File: config.mk
export PLATFORM = sky130hd
export DESIGN_NAME = game_controller
export DESIGN_NICKNAME = d
export VERILOG_FILES = /design/src/rtl/sudoku_pkg.sv /design/src/rtl/cursor_9x9.sv /design/src/rtl/game_controller.sv
export SDC_FILE = /design/constraint.sdc
export NUM_CORES = 1
export LEC_CHECK = 0
export ABC_CLOCK_PERIOD_IN_PS = 4500
export BUFFER_PORTS_ARGS = -buffer_cell sky130_fd_sc_hd__buf_4
export CORE_MARGIN = 2
export CORE_UTILIZATION = 50
export CTS_BUF_LIST = sky130_fd_sc_hd__clkbuf_4 sky130_fd_sc_hd__clkbuf_8
export CTS_CLUSTER_DIAMETER = 200
export DETAILED_ROUTE_END_ITERATION = 16
export GPL_TIMING_DRIVEN = 1
export PLACE_DENSITY_LB_ADDON = 0.05
export SETUP_SLACK_MARGIN = 0.1
export SLEW_MARGIN = 40
export SYNTH_ARGS = -nofsm -noshare
export SYNTH_HDL_FRONTEND = slang
export SYNTH_HIERARCHICAL = 1
export SYNTH_SLANG_ARGS = --single-unit
File: constraint.sdc
create_clock -name clk -period 4.5 [get_ports clk]
set_input_delay 0.675 -clock clk [delete_from_list [all_inputs] [get_ports clk]]
set_output_delay 0.675 -clock clk [all_outputs]
set_load 0.01 [all_outputs]
File: src/rtl/sudoku_pkg.sv
// Shared definitions for the sudoku game: state encodings (shared with the
// board updater), grid geometry and per-cell visibility codes.
package sudoku_pkg;

    typedef enum logic [2:0] {
        INICIO            = 3'b000,
        SELECIONAR_MAPA   = 3'b001,
        CARREGANDO        = 3'b010,
        NAVEGAR           = 3'b011,
        PERCORRER_NUMEROS = 3'b100,
        VITORIA           = 3'b101,
        DERROTA           = 3'b110
    } game_state_t;

    localparam int N_CELLS = 81;
    localparam int GRID    = 9;

    localparam logic [1:0] VIS_HIDDEN   = 2'b00;
    localparam logic [1:0] VIS_SELECTED = 2'b01;
    localparam logic [1:0] VIS_ERROR    = 2'b10;
    localparam logic [1:0] VIS_SOLVED   = 2'b11;

endpackage

File: src/rtl/cursor_9x9.sv
// 9x9 board cursor: row/col registers with wrap inside the row/column,
// registered board index (2 bits per cell) and a synchronous clear to (0,0).
module cursor_9x9
    import sudoku_pkg::*;
(
    input  logic       clk,
    input  logic       rst_n,
    input  logic       en_i,
    input  logic       clear_i,
    input  logic       up_i,
    input  logic       down_i,
    input  logic       left_i,
    input  logic       right_i,
    output logic [3:0] row_o,
    output logic [3:0] col_o,
    output logic [7:0] index_o
);

    localparam logic [3:0] LAST = 4'(GRID - 1);

    logic [3:0] row_q, row_d;
    logic [3:0] col_q, col_d;
    logic [7:0] index_q, index_d;

    // Next cursor position: clear wins, then one move per cycle in the
    // priority order right > left > down > up, wrapping at the edges.
    always_comb begin
        row_d = row_q;
        col_d = col_q;
        if (clear_i) begin
            row_d = 4'd0;
            col_d = 4'd0;
        end else if (en_i) begin
            if (right_i)     col_d = (col_q == LAST) ? 4'd0 : col_q + 4'd1;
            else if (left_i) col_d = (col_q == 4'd0) ? LAST : col_q - 4'd1;
            else if (down_i) row_d = (row_q == LAST) ? 4'd0 : row_q + 4'd1;
            else if (up_i)   row_d = (row_q == 4'd0) ? LAST : row_q - 4'd1;
        end
        index_d = 8'(row_d) * 8'd18 + 8'(col_d) * 8'd2;
    end

    // Cursor and index registers update together so index never lags.
    always_ff @(posedge clk or negedge rst_n) begin
        if (!rst_n) begin
            row_q   <= 4'd0;
            col_q   <= 4'd0;
            index_q <= 8'd0;
        end else begin
            row_q   <= row_d;
            col_q   <= col_d;
            index_q <= index_d;
        end
    end

    assign row_o   = row_q;
    assign col_o   = col_q;
    assign index_o = index_q;

endmodule

File: src/rtl/game_controller.sv
// Top-level sudoku sequencer: game state, map selection and load handshake,
// cursor ownership, and win/loss verdict one cycle after a number entry.
module game_controller
    import sudoku_pkg::*;
(
    input  logic                   clk,
    input  logic                   reset,
    input  logic                   up_button,
    input  logic                   down_button,
    input  logic                   left_button,
    input  logic                   right_button,
    input  logic                   a_button,
    input  logic                   b_button,
    input  logic                   map_valid,
    input  logic [2*N_CELLS-1:0]   visibilities,
    input  logic [1:0]             strikes,
    output logic [2:0]             current_state,
    output logic [7:0]             index,
    output logic [3:0]             cursor_row,
    output logic [3:0]             cursor_col,
    output logic [1:0]             map_select,
    output logic                   map_req,
    output logic                   clear_game
);

    game_state_t state_q, state_d;
    logic        check_pending_q, check_pending_d;
    logic [1:0]  map_select_q, map_select_d;
    logic        map_req_q, map_req_d;
    logic        clear_game_q, clear_game_d;

    logic [1:0]  cursorVis;
    logic        allSolved;
    logic        cursorEn;
    logic        cursorClear;

    assign cursorVis   = visibilities[index +: 2];
    assign allSolved   = &visibilities;
    // The a button outranks every arrow, so it blocks cursor motion.
    assign cursorEn    = (state_q == NAVEGAR) && !a_button;
    assign cursorClear = (state_q == CARREGANDO) && map_valid;

    cursor_9x9 u_cursor (
        .clk     (clk),
        .rst_n   (reset),
        .en_i    (cursorEn),
        .clear_i (cursorClear),
        .up_i    (up_button),
        .down_i  (down_button),
        .left_i  (left_button),
        .right_i (right_button),
        .row_o   (cursor_row),
        .col_o   (cursor_col),
        .index_o (index)
    );

    // Next-state, map selection and verdict logic; check cycle ignores buttons.
    always_comb begin
        state_d         = state_q;
        check_pending_d = check_pending_q;
        map_select_d    = map_select_q;
        clear_game_d    = 1'b0;
        case (state_q)
            INICIO: begin
                if (a_button) state_d = SELECIONAR_MAPA;
            end
            SELECIONAR_MAPA: begin
                if (a_button)          state_d      = CARREGANDO;
                else if (right_button) map_select_d = map_select_q + 2'd1;
                else if (left_button)  map_select_d = map_select_q - 2'd1;
            end
            CARREGANDO: begin
                if (map_valid) state_d = NAVEGAR;
            end
            NAVEGAR: begin
                if (a_button && (cursorVis != VIS_SOLVED)) state_d = PERCORRER_NUMEROS;
            end
            PERCORRER_NUMEROS: begin
                if (check_pending_q) begin
                    check_pending_d = 1'b0;
                    if (strikes == 2'd3)              state_d = DERROTA;
                    else if (allSolved)               state_d = VITORIA;
                    else if (cursorVis == VIS_SOLVED) state_d = NAVEGAR;
                end else if (b_button) begin
                    state_d = NAVEGAR;
                end else if (a_button) begin
                    check_pending_d = 1'b1;
                end
            end
            VITORIA, DERROTA: begin
                if (a_button) begin
                    state_d      = INICIO;
                    clear_game_d = 1'b1;
                end
            end
            default: state_d = INICIO;
        endcase
        map_req_d = (state_d == CARREGANDO);
    end

    // Game registers; reset also discards any pending verdict.
    always_ff @(posedge clk or negedge reset) begin
        if (!reset) begin
            state_q         <= INICIO;
            check_pending_q <= 1'b0;
            map_select_q    <= 2'd0;
            map_req_q       <= 1'b0;
            clear_game_q    <= 1'b0;
        end else begin
            state_q         <= state_d;
            check_pending_q <= check_pending_d;
            map_select_q    <= map_select_d;
            map_req_q       <= map_req_d;
            clear_game_q    <= clear_game_d;
        end
    end

    assign current_state = state_q;
    assign map_select    = map_select_q;
    assign map_req       = map_req_q;
    assign clear_game    = clear_game_q;

endmodule

==> report_table.html, run 1 <==
<table>
<tr><th>Metric</th><th>Value</th></tr>
<tr><th colspan="2">Critical path</th></tr>
<tr><td>Worst R2R Setup Slack</td><td>740 ps</td></tr>
<tr><td>Category of the most critical setup path</td><td>in2reg</td></tr>
<tr><td>Worst r2r path cells</td><td>15</td></tr>
<tr><td>Start of the worst register-to-register path</td><td>current_state[0]</td></tr>
<tr><td>Worst-path maximum fanout</td><td>9</td></tr>
<tr><td>Required @ worst endpoint</td><td>around 4700 ps</td></tr>
<tr><td>Slowest stage delay, CP</td><td>480 ps</td></tr>
<tr><td>Critical register-to-register path endpoint</td><td>u_cursor/index_o[7]</td></tr>
<tr><td>Kind of capture point of the worst setup path</td><td>flop</td></tr>
<tr><td>Kind of start point of the critical path</td><td>input pin</td></tr>
<tr><td>Data arrival time at the worst-slack endpoint</td><td>~3900 ps</td></tr>
<tr><td>Slowest cell on the critical path</td><td>nor3b_1</td></tr>
<tr><td>Cells along the critical path</td><td>buf_4, inv_1, nand2_1, nor3b_1, nor3b_4, o21ai_0, nor2_1, a21oi_1, nor2_1, ha_1, inv_1, fa_1, nor2b_1, o21a_1, o211ai_1, xor2_1, xnor2_1</td></tr>
<tr><th colspan="2">Clock tree</th></tr>
<tr><td>Number of sinks handled by clock tree synthesis</td><td>23</td></tr>
<tr><td>Setup Fix Bufs, Post-CTS</td><td>0</td></tr>
<tr><td>Number of gates resized after cts</td><td>0</td></tr>
<tr><td>CTS Root Cell</td><td>clkbuf_8</td></tr>
<tr><td>Maximum root-to-sink buffer count</td><td>2</td></tr>
<tr><td>Maximum level of the CTS H-tree</td><td>1</td></tr>
<tr><td>TritonCTS clock tree</td><td>built</td></tr>
<tr><td>Number of buffers inserted for hold repair after clock tree synthesis</td><td>0</td></tr>
<tr><td>Clock slew seen by the registers of the worst setup and hold paths</td><td>about 90 ps</td></tr>
<tr><td>Clock buffer count from CTS</td><td>3</td></tr>
<tr><td>Insertion delay of the later-clocked pin in the worst-skew pair</td><td>about 270 ps</td></tr>
<tr><th colspan="2">Placed design</th></tr>
<tr><td>Placement-stage cell area</td><td>around 0.0058 mm2</td></tr>
<tr><td>Total half-perimeter wirelength after legalization and detailed placement</td><td>approximately 13000 um</td></tr>
<tr><td>Number of port buffers</td><td>around 190</td></tr>
<tr><td>Total instance count after detailed placement</td><td>778</td></tr>
<tr><td>Global placer's final weighted congestion</td><td>roughly 0.91</td></tr>
<tr><th colspan="2">Timing</th></tr>
<tr><td>Setup repair after global routing missed its margin</td><td>false</td></tr>
<tr><td>Post-Route Skew</td><td>9.22 ps</td></tr>
<tr><td>Final count of negative-setup-slack endpoints</td><td>0</td></tr>
<tr><td>Max-slew headroom</td><td>46.2%</td></tr>
<tr><td>Share of the clock period used by the worst path after layout</td><td>a little over four fifths</td></tr>
<tr><td>Worst-margin pin slew</td><td>805 ps</td></tr>
<tr><td>Final Hold Fails</td><td>0</td></tr>
<tr><td>Total negative slack</td><td>0 ps</td></tr>
<tr><td>Fmax achieved</td><td>265 MHz</td></tr>
<tr><td>Number of max-slew violations in the final report</td><td>0</td></tr>
<tr><td>Crit path time final</td><td>approximately 3800 ps</td></tr>
<tr><th colspan="2">Synthesis</th></tr>
<tr><td>Synthesized flop and latch total</td><td>23</td></tr>
<tr><td>Synth Instances</td><td>506</td></tr>
<tr><td>Syn_nets</td><td>691</td></tr>
<tr><td>Distinct cell type count after synthesis</td><td>69</td></tr>
<tr><td>Post-Syn Area</td><td>0.00439 mm2</td></tr>
<tr><td>Async SR Flop Fraction</td><td>100%</td></tr>
<tr><td>Synth Warn #</td><td>6</td></tr>
<tr><td>Syn_area_per_cell</td><td>8.67 um2</td></tr>
<tr><td>Area share of the leading cell type in the synthesized netlist</td><td>19.5%</td></tr>
<tr><td>Library cell occupying the most area in the post-synthesis netlist</td><td>mux4_2</td></tr>
<tr><td>Predominant post-synthesis flop cell</td><td>dfrtp_1</td></tr>
<tr><td>Most area-consuming cells after synthesis</td><td>mux4_2, dfrtp_1, mux2i_1</td></tr>
<tr><td>Most frequent cells after synthesis</td><td>nand4_1, mux2i_1, mux4_2</td></tr>
<tr><td>Count leader, synth</td><td>nand4_1</td></tr>
<tr><td>Portion of the post-synthesis area used by sequential elements</td><td>13.1%</td></tr>
<tr><td>Number of flops mapped to enable cells by yosys</td><td>0</td></tr>
<tr><th colspan="2">Global route</th></tr>
<tr><td>Leftover overflow at the end of global routing</td><td>0</td></tr>
<tr><td>Aggregate global-route resource usage</td><td>31.3%</td></tr>
<tr><td>Number of antenna violations at the first check in global routing</td><td>0</td></tr>
<tr><td>Wire length of the first global-routing pass</td><td>24600 um</td></tr>
<tr><td>Pin count of the biggest net entering global routing</td><td>89</td></tr>
<tr><td>Via count of the first global-routing pass</td><td>a little under 5k</td></tr>
<tr><th colspan="2">Pwr</th></tr>
<tr><td>Total power density per cell area</td><td>395 mW/mm2</td></tr>
<tr><td>Total design power</td><td>2.32 mW</td></tr>
<tr><td>Leakage dissipation</td><td>2.49 nW</td></tr>
<tr><td>Worst supply voltage drop on vdd</td><td>around 0.00029 V</td></tr>
<tr><th colspan="2">Floorplanning</th></tr>
<tr><td>Initial Util</td><td>51.0%</td></tr>
<tr><td>Die extent in x</td><td>97.7 um</td></tr>
<tr><td>Standard cell core area</td><td>0.00859 mm2</td></tr>
<tr><td>Area of the die</td><td>approximately 0.0095 mm2</td></tr>
<tr><td>I/O pins</td><td>196</td></tr>
<tr><td>Number of rows created at floorplan</td><td>34</td></tr>
<tr><td>Die height</td><td>between 90 and 100 um</td></tr>
<tr><th colspan="2">Finish</th></tr>
<tr><td>Final net count</td><td>860</td></tr>
<tr><td>N_diodes</td><td>0</td></tr>
<tr><td>Proportion of layout cells with a drive suffix above 1</td><td>between 30% and 40%</td></tr>
<tr><td>Filler cells</td><td>725</td></tr>
<tr><td>Final non-filler cell area</td><td>0.00586 mm2</td></tr>
<tr><td>Area growth syn-to-layout</td><td>33.6%</td></tr>
<tr><td>Post-Layout Cell Count</td><td>782</td></tr>
<tr><th colspan="2">Drt</th></tr>
<tr><td>DR iter-0 viols</td><td>422</td></tr>
<tr><td>Via-per-instance ratio</td><td>6.60</td></tr>
<tr><td>Number of nets with antenna violations after detailed routing</td><td>0</td></tr>
<tr><td>Routed length per instance</td><td>approximately 20 um</td></tr>
<tr><td>TritonRoute pass-1 iters</td><td>5</td></tr>
<tr><td>Residual DRC count</td><td>0</td></tr>
<tr><td>Via total after detailed routing</td><td>about 5.2k</td></tr>
<tr><td>Sum of routed wire length over all layers</td><td>15700 um</td></tr>
<tr><th colspan="2">Run status</th></tr>
<tr><td>Outcome</td><td>completed</td></tr>
<tr><th colspan="2">Hold path</th></tr>
<tr><td>Worst min-delay path class</td><td>in2async</td></tr>
<tr><th colspan="2">Run</th></tr>
<tr><td>Max-cap check violation count</td><td>0</td></tr>
</table>
## how the worst max path moves through the flow
| stage | start | end | slack [ps] | cells past startpoint |
|---|---|---|---|---|
| after detailed placement | a_button | u_cursor/index_o[7] | 440 | 17 |
| after global routing | current_state[0] | u_cursor/index_o[7] | 310 | 15 |
| after CTS | a_button | u_cursor/index_o[7] | 730 | 17 |
| after global placement | a_button | u_cursor/index_o[7] | 540 | 17 |
| final | a_button | u_cursor/index_o[7] | 730 | 17 |
| after floorplan | a_button | u_cursor/index_o[7] | 1120 | 17 |
## per-layer routing
| layer | routed length, um | track usage [%] | part of all wire [%] |
|---|---|---|---|
| met1 | 5880 | 37.9 | 37 |
| met2 | 7990 | 56.0 | 51 |
| met3 | 1480 | 6.83 | 9.4 |
| met4 | 347 | 8.33 | 2.2 |
| met5 | 0 | 0 | 0 |
## layout by cell type, fill, tap and decap left out, types with 4 or more instances in the layout
| cell type | count |
|---|---|
| nor2_1 | 32 |
| a21oi_1 | 20 |
| mux2i_1 | 38 |
| nand4_1 | 49 |
| dfrtp_1 | 22 |
| nor4_1 | 13 |
| o21ai_1 | 4 |
| o21ai_0 | 13 |
| o221ai_1 | 8 |
| nor2b_1 | 8 |
| ha_1 | 11 |
| o311ai_0 | 6 |
| mux2_2 | 4 |
| nor3_1 | 8 |
| nand2_1 | 36 |
| xnor2_1 | 8 |
| a22oi_1 | 4 |
| nand2b_1 | 11 |
| mux4_2 | 38 |
| a31oi_1 | 9 |
| o32ai_1 | 5 |
| nand3_1 | 22 |
| inv_1 | 29 |
| buf_4 | 197 |
| o22ai_1 | 4 |
| xor2_1 | 4 |
| mux2_1 | 13 |
## critical path, delay by kind of cell
family                     cells  cell delay, ps
and+or+nand+nor                6            1560
adders and majority gates      2             600
AOI/OAI and AO/OA              4             470
buffers and inverters          3             310
xor gates and xnor gates       2             300
## sequential cells by signal, indices dropped and copies added, names as in the netlist
register,flops
check_pending_q,1
u_cursor/col_o,4
u_cursor/index_o,7
current_state,3
map_req,1
map_select,2
clear_game,1
u_cursor/row_o,4
## cells by family (layout without fill, tap and decap cells)
| logic type | after synthesis | after routing | synth area share, % |
|---|---|---|---|
| simple gates | 195 | 195 | 23.9 |
| flops | 23 | 23 | 13.1 |
| compound gates | 106 | 106 | 17.3 |
| other cells | 1 | 1 | 0.0855 |
| xor+xnor | 12 | 12 | 2.40 |
| fa+ha+maj | 13 | 13 | 3.82 |
| buf+inv | 63 | 231 | 6.87 |
| mux | 93 | 93 | 32.5 |
## report_power, final
group          switching (mW)  leakage, nW  internal, mW
Combinational           0.851         2.17         0.818
Clock                  0.0696       0.0217        0.0626
Sequential              0.218        0.294         0.298
Total                    1.14         2.49          1.18
## per-stage QoR
stage,setup slack [ps],utilization (%),hold WS [ps]
finish,728,68.2,286
global route,313,68.2,310
CTS,731,68.2,294
detailed placement,435,67.6,466
global placement,539,67.6,464
floorplan,1120,-,379
## cell type report
class | instances | area (um2) | share of cell area [%]
inverters | 30 | 113 | 1.92
clock buffers | 3 | 41.3 | 0.704
repair buffers | 197 | 1480 | 25.2
clock inverters | 1 | 7.51 | 0.128
multi-input cells | 420 | 3510 | 59.9
flip-flops and latches | 23 | 577 | 9.84
well taps | 108 | 135 | 2.31
Power figures use the tool's default switching activity.
==> run 2: changes to the inputs <==
ABC_CLOCK_PERIOD_IN_PS = 3600   (was 4500)
clock period = 3.6 ns   (was 4.5 ns; I/O delays follow)
==> run 2 against run 1 <==
Against the previous run: hold slack lost 140 ps; sequential share of layout area shrank 0.10 points; cell area grew 1.1%; global-route usage grew 0.58 points; sequential power grew 15%.
==> report_table.html, run 2 (synthesis gave the netlist of run 1 again) <==
<table>
<tr><th>Metric</th><th>Value</th></tr>
<tr><th colspan="2">Timing</th></tr>
<tr><td>Final count of negative-setup-slack endpoints</td><td>0 (unchanged)</td></tr>
<tr><td>Final Hold Fails</td><td>0 (unchanged)</td></tr>
<tr><td>Number of max-slew violations in the final report</td><td>0 (unchanged)</td></tr>
<tr><td>Total negative slack</td><td>0 ps (unchanged)</td></tr>
<tr><td>Share of the clock period used by the worst path after layout</td><td>approximately nine tenths</td></tr>
<tr><td>Setup repair after global routing missed its margin</td><td>false</td></tr>
<tr><td>Max-slew headroom</td><td>51.9% (+5.7 points)</td></tr>
<tr><td>Post-Route Skew</td><td>8.70 ps (-0.517 ps)</td></tr>
<tr><td>Fmax achieved</td><td>315 MHz</td></tr>
<tr><td>Crit path time final</td><td>between 3000 and 4000 ps</td></tr>
<tr><td>Worst-margin pin slew</td><td>719 ps (-85.9 ps)</td></tr>
<tr><th colspan="2">Finish</th></tr>
<tr><td>Area used by multi-input combinational logic</td><td>0.00351 mm2 (+0.14%)</td></tr>
<tr><td>Register Area</td><td>577 um2 (unchanged)</td></tr>
<tr><td>Commonest cells after routing, fill and taps aside</td><td>buf_4, nand4_1, mux2i_1, mux4_2, nand2_1</td></tr>
<tr><td>Filler cells</td><td>705 (-2.8%)</td></tr>
<tr><td>N_diodes</td><td>0 (unchanged)</td></tr>
<tr><td>Final net count</td><td>866 (+0.70%)</td></tr>
<tr><td>Largest register FFs</td><td>7 (unchanged)</td></tr>
<tr><td>Proportion of layout cells with a drive suffix above 1</td><td>38.2% (+0.70 points)</td></tr>
<tr><td>Leading cell type in the layout, fill and taps excluded</td><td>buf_4</td></tr>
<tr><td>Area growth syn-to-layout</td><td>35.1%</td></tr>
<tr><td>Post-Layout Cell Count</td><td>788 (+0.77%)</td></tr>
<tr><th colspan="2">Critical path</th></tr>
<tr><td>Slowest cell on the critical path</td><td>fa_1</td></tr>
<tr><td>Kind of start point of the critical path</td><td>input pin</td></tr>
<tr><td>Worst path buffer plus inverter count</td><td>3 (unchanged)</td></tr>
<tr><td>Kind of capture point of the worst setup path</td><td>flop</td></tr>
<tr><td>Slowest stage delay, CP</td><td>400 ps (-80 ps)</td></tr>
<tr><td>Top Family by Delay on Critical Path</td><td>simple AND/OR/NAND/NOR gates</td></tr>
<tr><td>Worst-path maximum fanout</td><td>7 (-2)</td></tr>
<tr><td>Cells along the critical path</td><td>buf_4, inv_1, nand2_1, nor3b_2, nor3b_4, o21ai_0, nor2_1, a21oi_1, nor2_1, ha_1, inv_1, fa_1, nor2b_1, o21a_1, o211ai_1, xor2_1, xnor2_1</td></tr>
<tr><td>Data arrival time at the worst-slack endpoint</td><td>3320 ps (-600 ps)</td></tr>
<tr><td>Required @ worst endpoint</td><td>3750 ps (-900 ps)</td></tr>
<tr><td>Category of the most critical setup path</td><td>in2reg</td></tr>
<tr><th colspan="2">Drt</th></tr>
<tr><td>Sum of routed wire length over all layers</td><td>15800 um (+0.73%)</td></tr>
<tr><td>Via total after detailed routing</td><td>5202 (+0.81%)</td></tr>
<tr><td>Residual DRC count</td><td>0 (unchanged)</td></tr>
<tr><td>Number of nets with antenna violations after detailed routing</td><td>0 (unchanged)</td></tr>
<tr><td>Via-per-instance ratio</td><td>6.60 (about the same)</td></tr>
<tr><td>DR iter-0 viols</td><td>429 (+1.7%)</td></tr>
<tr><td>Routed length per instance</td><td>20.1 um (about the same)</td></tr>
<tr><td>TritonRoute pass-1 iters</td><td>5 (unchanged)</td></tr>
<tr><th colspan="2">Floorplanning</th></tr>
<tr><td>Number of rows created at floorplan</td><td>34 (unchanged)</td></tr>
<tr><td>Area of the die</td><td>0.00954 mm2 (unchanged)</td></tr>
<tr><td>Die extent in x</td><td>97.7 um (unchanged)</td></tr>
<tr><td>Initial Util</td><td>51.0% (unchanged)</td></tr>
<tr><td>Die height</td><td>97.7 um (unchanged)</td></tr>
<tr><td>Standard cell core area</td><td>0.00859 mm2 (unchanged)</td></tr>
<tr><td>I/O pins</td><td>196 (unchanged)</td></tr>
<tr><th colspan="2">Clock tree</th></tr>
<tr><td>Maximum root-to-sink buffer count</td><td>2 (unchanged)</td></tr>
<tr><td>Clock slew seen by the registers of the worst setup and hold paths</td><td>90 ps (about the same)</td></tr>
<tr><td>Insertion delay of the later-clocked pin in the worst-skew pair</td><td>270 ps (about the same)</td></tr>
<tr><td>Number of buffers inserted for hold repair after clock tree synthesis</td><td>0 (unchanged)</td></tr>
<tr><td>TritonCTS clock tree</td><td>built</td></tr>
<tr><td>Maximum level of the CTS H-tree</td><td>1 (unchanged)</td></tr>
<tr><td>Number of sinks handled by clock tree synthesis</td><td>23 (unchanged)</td></tr>
<tr><td>CTS Root Cell</td><td>clkbuf_8</td></tr>
<tr><td>Clock buffer count from CTS</td><td>3 (unchanged)</td></tr>
<tr><th colspan="2">Pwr</th></tr>
<tr><td>Worst supply voltage drop on vdd</td><td>0.000420 V (+44%)</td></tr>
<tr><td>Total design power</td><td>2.96 mW (+28%)</td></tr>
<tr><td>Total power density per cell area</td><td>500 mW/mm2 (+27%)</td></tr>
<tr><td>Leakage dissipation</td><td>2.52 nW (+1.4%)</td></tr>
<tr><th colspan="2">Run</th></tr>
<tr><td>Max-cap check violation count</td><td>0 (unchanged)</td></tr>
<tr><th colspan="2">Placed design</th></tr>
<tr><td>Global placer's final weighted congestion</td><td>0.990 (+9.0%)</td></tr>
<tr><td>Total half-perimeter wirelength after legalization and detailed placement</td><td>12900 um (+2.3%)</td></tr>
<tr><td>Number of port buffers</td><td>194 (unchanged)</td></tr>
<tr><td>Total instance count after detailed placement</td><td>784 (+0.77%)</td></tr>
<tr><th colspan="2">Run status</th></tr>
<tr><td>Outcome</td><td>completed</td></tr>
<tr><th colspan="2">Global route</th></tr>
<tr><td>Leftover overflow at the end of global routing</td><td>0 (unchanged)</td></tr>
<tr><td>Pin count of the biggest net entering global routing</td><td>89 (unchanged)</td></tr>
<tr><td>Wire length of the first global-routing pass</td><td>25100 um (+1.9%)</td></tr>
<tr><td>Via count of the first global-routing pass</td><td>5031 (+3.4%)</td></tr>
<tr><td>Aggregate global-route resource usage</td><td>31.8% (+0.58 points)</td></tr>
<tr><td>Number of antenna violations at the first check in global routing</td><td>0 (unchanged)</td></tr>
<tr><th colspan="2">Hold path</th></tr>
<tr><td>Worst min-delay path class</td><td>in2async</td></tr>
</table>
[run 2: metal layers]
layer / wire length, um / share of wire, % / track usage, %
met5: 0 / 0 / 0
met1: 5790 / 37 / 39.4
met4: 524 / 3.3 / 11.5
met2: 7960 / 50 / 55.9
met3: 1530 / 9.7 / 5.25
[run 2: repair_timing]
item / CTS / global route
endpoints found under the hold margin: 0 / 0
setup buffers: 0 / 0
endpoints found under the setup margin: 0 / 1
resized for setup: 0 / 1
[run 2: cell type report]
class	instances	area share [%]
inverter	30	1.90
multi-input combinational	420	59.3
timing repair buffer	203	25.9
sequential	23	9.74
clock buffer	3	0.697
clock inverter	1	0.127
tap	108	2.28
[run 2: where the power goes]
part	leakage [nW]	switching [mW]	internal, mW	total (mW)
combinational	2.21	1.14	1.07	2.21
clock	0.0217	0.0852	0.0782	0.163
sequential	0.294	0.222	0.374	0.595
total	2.52	1.44	1.52	2.96
[run 2: worst paths after layout]
path,to,startpoint,cells past startpoint,slack [ps]
worst min register to register,map_select[1],map_select[1],1,500
min in group clk,map_select[1],map_select[1],1,500
max in group asynchronous,u_cursor/index_o[2],reset,1,3210
worst max register to register,u_cursor/index_o[6],u_cursor/row_o[0],13,450
worst min-delay path,u_cursor/col_o[0],reset,1,150
worst max-delay path,u_cursor/index_o[7],a_button,17,430
[run 2: per-stage QoR]
stage                     area (um2)  hold WS, ps  setup WS (ps)  utilization, %
after global placement          5870          447            179            68.3
final                           5920          151            428            68.9
after CTS                       5920          158            306            68.9
after floorplan                 4390          244            224               -
after global routing            5920          174            139            68.9
after detailed placement        5870          451           39.9            68.3
